**src/rtl/bit_stream_serializer_pkg.sv**
```systemverilog
// Shared types and helpers for the parallel-to-serial stage feeding the "111" detector.
package bit_stream_serializer_pkg;

   localparam int unsigned DEFAULT_DATA_W = 8;

   typedef enum logic {
      IDLE  = 1'b0,
      SHIFT = 1'b1
   } state_t;

   // Bit that leaves the shift register first, given its two ends.
   function automatic logic sel_out_bit(input bit msb_first, input logic msb, input logic lsb);
      return msb_first ? msb : lsb;
   endfunction

   // MSB-first frames drain toward the top, so the register shifts left.
   function automatic bit shifts_left(input bit msb_first);
      return msb_first;
   endfunction

endpackage

```
**src/rtl/bit_stream_serializer_if.sv**
```systemverilog
// Word handshake in, serial line plus framing flags out.
interface bit_stream_serializer_if
   import bit_stream_serializer_pkg::*;
#(
   parameter int unsigned DATA_W = DEFAULT_DATA_W
);
   logic [DATA_W-1:0] in_data;
   logic              in_valid;
   logic              in_ready;
   logic              ser_out;
   logic              ser_active;
   logic              frame_done;

   modport master (
      output in_data, in_valid,
      input  in_ready, ser_out, ser_active, frame_done
   );

   modport slave (
      input  in_data, in_valid,
      output in_ready, ser_out, ser_active, frame_done
   );
endinterface

```
**src/rtl/bit_stream_serializer_hold_reg.sv**
```systemverilog
// One-entry holding register: accepts a word when empty, released by take.
module ser_hold_reg
   import bit_stream_serializer_pkg::*;
#(
   parameter int unsigned DATA_W = DEFAULT_DATA_W
) (
   input  logic              clk,
   input  logic              reset,
   input  logic [DATA_W-1:0] data_in,
   input  logic              valid_in,
   output logic              ready_out,
   output logic [DATA_W-1:0] data_out,
   output logic              valid_out,
   input  logic              take
);
   logic [DATA_W-1:0] data_q;
   logic              valid_q;

   // Ready depends only on state and reset, never on valid_in.
   assign ready_out = !valid_q && !reset;
   assign data_out  = data_q;
   assign valid_out = valid_q;

   // Accept and take are mutually exclusive: take needs valid_q, accept needs !valid_q.
   always_ff @(posedge clk) begin
      if (reset) begin
         valid_q <= 1'b0;
         data_q  <= '0;
      end else if (valid_in && ready_out) begin
         valid_q <= 1'b1;
         data_q  <= data_in;
      end else if (take) begin
         valid_q <= 1'b0;
      end
   end
endmodule

```
**src/rtl/bit_stream_serializer.sv**
```systemverilog
// Parallel-to-serial stage: one bit per clock, gapless between back-to-back words.
module bit_stream_serializer
   import bit_stream_serializer_pkg::*;
#(
   parameter int unsigned DATA_W    = DEFAULT_DATA_W,
   parameter bit          MSB_FIRST = 1'b1,
   parameter bit          IDLE_BIT  = 1'b0
) (
   input logic                     clk,
   input logic                     reset,
   bit_stream_serializer_if.slave  bus
);
   localparam int unsigned     CNT_W = $clog2(DATA_W);
   localparam logic [CNT_W-1:0] LAST = CNT_W'(DATA_W - 1);

   state_t            state, state_n;
   logic [CNT_W-1:0]  cnt, cnt_n;
   logic [DATA_W-1:0] sreg, sreg_n;
   logic              ser_q, ser_n;
   logic              active_q, done_q;
   logic [DATA_W-1:0] hold_data;
   logic              hold_valid;
   logic              take;
   logic              load;

   function automatic logic [DATA_W-1:0] shift_word(input logic [DATA_W-1:0] v);
      return shifts_left(MSB_FIRST) ? {v[DATA_W-2:0], 1'b0} : {1'b0, v[DATA_W-1:1]};
   endfunction

   ser_hold_reg #(.DATA_W(DATA_W)) u_hold (
      .clk       (clk),
      .reset     (reset),
      .data_in   (bus.in_data),
      .valid_in  (bus.in_valid),
      .ready_out (bus.in_ready),
      .data_out  (hold_data),
      .valid_out (hold_valid),
      .take      (take)
   );

   // Next state: a load emits the first bit immediately and parks the rest in sreg.
   always_comb begin
      state_n = state;
      cnt_n   = cnt;
      sreg_n  = sreg;
      ser_n   = ser_q;
      take    = 1'b0;
      load    = 1'b0;
      unique case (state)
         IDLE: begin
            if (hold_valid) load = 1'b1;
            else            ser_n = IDLE_BIT;
         end
         SHIFT: begin
            if (cnt != LAST) begin
               ser_n  = sel_out_bit(MSB_FIRST, sreg[DATA_W-1], sreg[0]);
               sreg_n = shift_word(sreg);
               cnt_n  = cnt + CNT_W'(1);
            end else if (hold_valid) begin
               load = 1'b1;
            end else begin
               ser_n   = IDLE_BIT;
               cnt_n   = '0;
               state_n = IDLE;
            end
         end
      endcase
      if (load) begin
         take    = 1'b1;
         ser_n   = sel_out_bit(MSB_FIRST, hold_data[DATA_W-1], hold_data[0]);
         sreg_n  = shift_word(hold_data);
         cnt_n   = '0;
         state_n = SHIFT;
      end
   end

   // State and registered outputs; flags are decoded from next-state so they align with ser_out.
   always_ff @(posedge clk) begin
      if (reset) begin
         state    <= IDLE;
         cnt      <= '0;
         sreg     <= '0;
         ser_q    <= IDLE_BIT;
         active_q <= 1'b0;
         done_q   <= 1'b0;
      end else begin
         state    <= state_n;
         cnt      <= cnt_n;
         sreg     <= sreg_n;
         ser_q    <= ser_n;
         active_q <= (state_n == SHIFT);
         done_q   <= (state_n == SHIFT) && (cnt_n == LAST);
      end
   end

   assign bus.ser_out    = ser_q;
   assign bus.ser_active = active_q;
   assign bus.frame_done = done_q;
endmodule

```
**src/flat_wrapper.sv**
```systemverilog
// flat-port wrapper written by rule: the top's interface ports become plain ports
module bit_stream_serializer_flat import bit_stream_serializer_pkg::*;
#(
   parameter int unsigned DATA_W    = DEFAULT_DATA_W,
   parameter bit          MSB_FIRST = 1'b1,
   parameter bit          IDLE_BIT  = 1'b0
)
  (clk, reset, bus_in_data, bus_in_valid, bus_in_ready, bus_ser_out, bus_ser_active, bus_frame_done);
  bit_stream_serializer_if #(.DATA_W(DATA_W)) bus_i ();
  input logic clk;
  input logic reset;
  input wire logic [$bits(bus_i.in_data)-1:0] bus_in_data;
  input wire logic [$bits(bus_i.in_valid)-1:0] bus_in_valid;
  output wire logic [$bits(bus_i.in_ready)-1:0] bus_in_ready;
  output wire logic [$bits(bus_i.ser_out)-1:0] bus_ser_out;
  output wire logic [$bits(bus_i.ser_active)-1:0] bus_ser_active;
  output wire logic [$bits(bus_i.frame_done)-1:0] bus_frame_done;
  assign bus_i.in_data = bus_in_data;
  assign bus_i.in_valid = bus_in_valid;
  assign bus_in_ready = bus_i.in_ready;
  assign bus_ser_out = bus_i.ser_out;
  assign bus_ser_active = bus_i.ser_active;
  assign bus_frame_done = bus_i.frame_done;
  bit_stream_serializer #(.DATA_W(DATA_W), .MSB_FIRST(MSB_FIRST), .IDLE_BIT(IDLE_BIT)) u_core (.clk(clk), .reset(reset), .bus(bus_i));
endmodule
```
**config.mk**
```make
export PLATFORM = sky130hd
export DESIGN_NAME = bit_stream_serializer_flat
export DESIGN_NICKNAME = d
export VERILOG_FILES = /design/src/rtl/bit_stream_serializer_pkg.sv /design/src/rtl/bit_stream_serializer_if.sv /design/src/rtl/bit_stream_serializer_hold_reg.sv /design/src/rtl/bit_stream_serializer.sv /design/src/flat_wrapper.sv
export SDC_FILE = /design/constraint.sdc
export NUM_CORES = 1
export LEC_CHECK = 0
export ABC_AREA = 1
export BUFFER_PORTS_ARGS = -buffer_cell sky130_fd_sc_hd__buf_2
export CORE_MARGIN = 2
export CORE_UTILIZATION = 40
export DETAILED_ROUTE_END_ITERATION = 16
export PLACE_DENSITY = 0.67
export SLEW_MARGIN = 20
export SYNTH_ARGS = -nofsm -noshare
export SYNTH_HDL_FRONTEND = slang
export SYNTH_HIERARCHICAL = 1
export SYNTH_SLANG_ARGS = --single-unit
```
**constraint.sdc**
```tcl
create_clock -name clk -period 1.82 [get_ports clk]
set_input_delay 0.273 -clock clk [delete_from_list [all_inputs] [get_ports clk]]
set_output_delay 0.273 -clock clk [all_outputs]
set_load 0.01 [all_outputs]
```
==> out/metrics.yaml <==
outcome: "completed"
wl_per_cell_um: 9.98
rsz0062_at_grt: "no"
syn-num-nets: 168
wirelength_um: 1990
synth_top_area_share_pct: 39.2
via_count: 958
yosysWarnings: 6
crit_chain: "nor2_8 > buf_2"
grt_start_max_net_pins: 16
ys_seq_area_share_pct: 39.2
cp_max_fo: 11
coreArea_mm2: 0.00271
cpPeakStageDelay_ns: 0.71
globalRouteTotalUtil_pct: 13.5
cts_tree: "yes"
synth.distinct_cells: 22
cap_violations: 0
diodes: 0
hold_buffers: 0
finalHoldViolations: 0
antenna_found_initial: 0
netlist_instances: 154
die_w_um: 57.0
gp_congestion: 0.829
hold_path.class: "in2reg"
rows: 19
tns_ns: 0
synth-edff-count: 0
fin_crit_ns: 1.58
setup.worst_path.end_class: "primary output"
fin_skew_ns: 0.00563
ctsResizeCount: 0
clkTransAtPathRegs_ns: 0.13
drive_above_1_share_pct: 19.0
comb_power_share_pct: 17.0
arrival_ns: 1.31
synth_seq_cells: 22
synth_area_per_cell_um2: 7.29
holdWs_ns: 0.174
grt_pass1_wl_um: 3540
required_ns: 1.55
fp.dieH_um: 57.0
worstSkewPairLatency_ns: 0.31
cts_buffer_depth: 2
pwr-share-clk_pct: 33.4
clockRootBuffer: "clkbuf_4"
max-slew-margin-rel_pct: 61.6
seq_power_share_pct: 49.7
synthArstFlopShare_pct: 0
power.density_mw_per_mm2: 901
syn_area_mm2: 0.00112
grt_pass1_vias: 839
htree_levels: 1
switching_share_pct: 27.1
drv_slew: 0
cts_inserted_buffers: 3
power.leakage_nw: 0.603
first_pass_iters: 4
internal-power_mw: 0.820
clock.fmax_ghz: 0.634
setup_viol: 0
p_sw_mw: 0.305
die_area_mm2: 0.00325
cts_setup_buffers: 0
yosys.area.top_type: "dfxtp_1"
cpMaxStageDelayCell: "dfxtp_1"
ios: 15
drc: 0
nets: 183
synthTopCellsByArea: "dfxtp_1 39%, nand3_1 13%, nand2_1 12%, inv_1 7.0%, a21oi_1 4.5%"
finalCritPeriodShare_pct: 86.7
avgViaCountPerCell: 4.81
cp-start-kind: "flip-flop"
area_growth_pct: 11.3
synth-main-ff-cell: "dfxtp_1"
gr-total-overflow: 0
drt.antenna.violating_nets: 0
clkSinkCount: 22
worst_pin_slew_ns: 0.575
start_util_pct: 41.4
drtIter0Drc: 18
port_buffers: 14
worst-setup-path-type: "reg2out"
ir_drop_v: 0.000739
hpwl_um: 1490
-- power groups by stage --
stage,logic (mW),clock network (mW),registers [mW]
after detailed placement,0.192,0,0.570
after global routing,0.220,0.405,0.565
final,0.191,0.375,0.559
after CTS,0.192,0.387,0.559
after floorplan,0.169,0,0.556
after global placement,0.188,0,0.568
-- logic make-up (layout without fill, tap and decap cells) --
group           count (synthesis)  in the layout  share of synthesized area [%]
simple gates                   87             87                           38.6
fa+ha+maj                       3              3                           3.34
flops                          22             22                           39.2
compound gates                 12             12                           5.46
buf+inv                        30             44                           13.4
-- cell usage after synthesis, types with 2 or more instances --
cell / count
nand3_1: 29
ha_1: 3
dfxtp_1: 22
nor2_2: 2
inv_1: 21
buf_6: 3
nand2_4: 3
clkinv_4: 2
a21oi_1: 10
nor2_1: 11
nand2_1: 37
-- final timing paths --
path	startpoint	to	slack, ns	depth (start not counted)
worst max-delay path	u_core/u_hold/valid_out$_SDFFE_PP0P_	bus_in_ready	0.24	2
worst min-delay path	bus_in_data[1]	u_core/u_hold/data_out[1]$_SDFFE_PP0P_	0.17	3
worst max register to register	u_core/cnt[0]$_SDFF_PP0_	u_core/u_hold/valid_out$_SDFFE_PP0P_	0.31	9
worst min register to register	u_core/u_hold/data_out[7]$_SDFFE_PP0P_	u_core/bus.ser_out$_SDFF_PP0_	0.49	2
-- final cells by class --
type / instances / area (um2)
fillers: 293 / 1460
inverters: 24 / 100
clock inverters: 1 / 30.0
repair buffers: 16 / 85.1
clock buffers: 3 / 22.5
flip-flops and latches: 22 / 440
well taps: 31 / 38.8
multi-input cells: 102 / 532
-- worst max-delay path, delay by kind of cell (launching register included) --
| kind | cells | cell delay, ns |
|---|---|---|
| AND/OR/NAND/NOR | 1 | 0.12 |
| buffers and inverters | 1 | 0.17 |
| flip-flops | 1 | 0.71 |
-- state kept, by name, indices dropped and copies added (netlist names) --
register and flops:
u_core/bus.frame_done 1, u_core/sreg 7, u_core/cnt 3, u_core/bus.ser_active 1, u_core/u_hold/data_out 8, u_core/u_hold/valid_out 1
u_core/bus.ser_out 1
-- cell usage in the layout, fill, tap and decap left out, types with 2 or more instances in the layout --
| master | count |
|---|---|
| a21oi_1 | 10 |
| buf_2 | 14 |
| buf_4 | 2 |
| clkbuf_4 | 3 |
| clkinv_4 | 2 |
| dfxtp_1 | 22 |
| ha_1 | 3 |
| inv_1 | 21 |
| nand2_1 | 37 |
| nand2_4 | 3 |
| nand3_1 | 29 |
| nor2_1 | 11 |
| nor2_2 | 2 |
-- routing by layer --
| layer | share of wire [%] | wire, um | track usage [%] | vias to the layer above |
|---|---|---|---|---|
| li1 | - | - | - | 512 |
| met1 | 45 | 890 | 16.7 | 415 |
| met2 | 49 | 965 | 23.3 | 29 |
| met3 | 6.1 | 122 | 4.76 | 2 |
| met4 | 0.45 | 9 | 1.99 | 0 |
| met5 | 0 | 0 | 0 | - |
-- stage by stage --
stage / setup slack, ns / power [mW] / util [%] / cells / cell area (um2)
after detailed placement: 0.349 / 0.762 / 44.1 / 195 / 1200
final: 0.242 / 1.13 / 46.1 / 199 / 1250
after CTS: 0.217 / 1.14 / 46.1 / 199 / 1250
after global placement: 0.389 / 0.757 / 44.1 / 195 / 1200
after floorplan: 0.485 / 0.725 / - / 154 / 1120
after global routing: 0.144 / 1.19 / 46.1 / 199 / 1250
(Power assumes the default switching activity.)
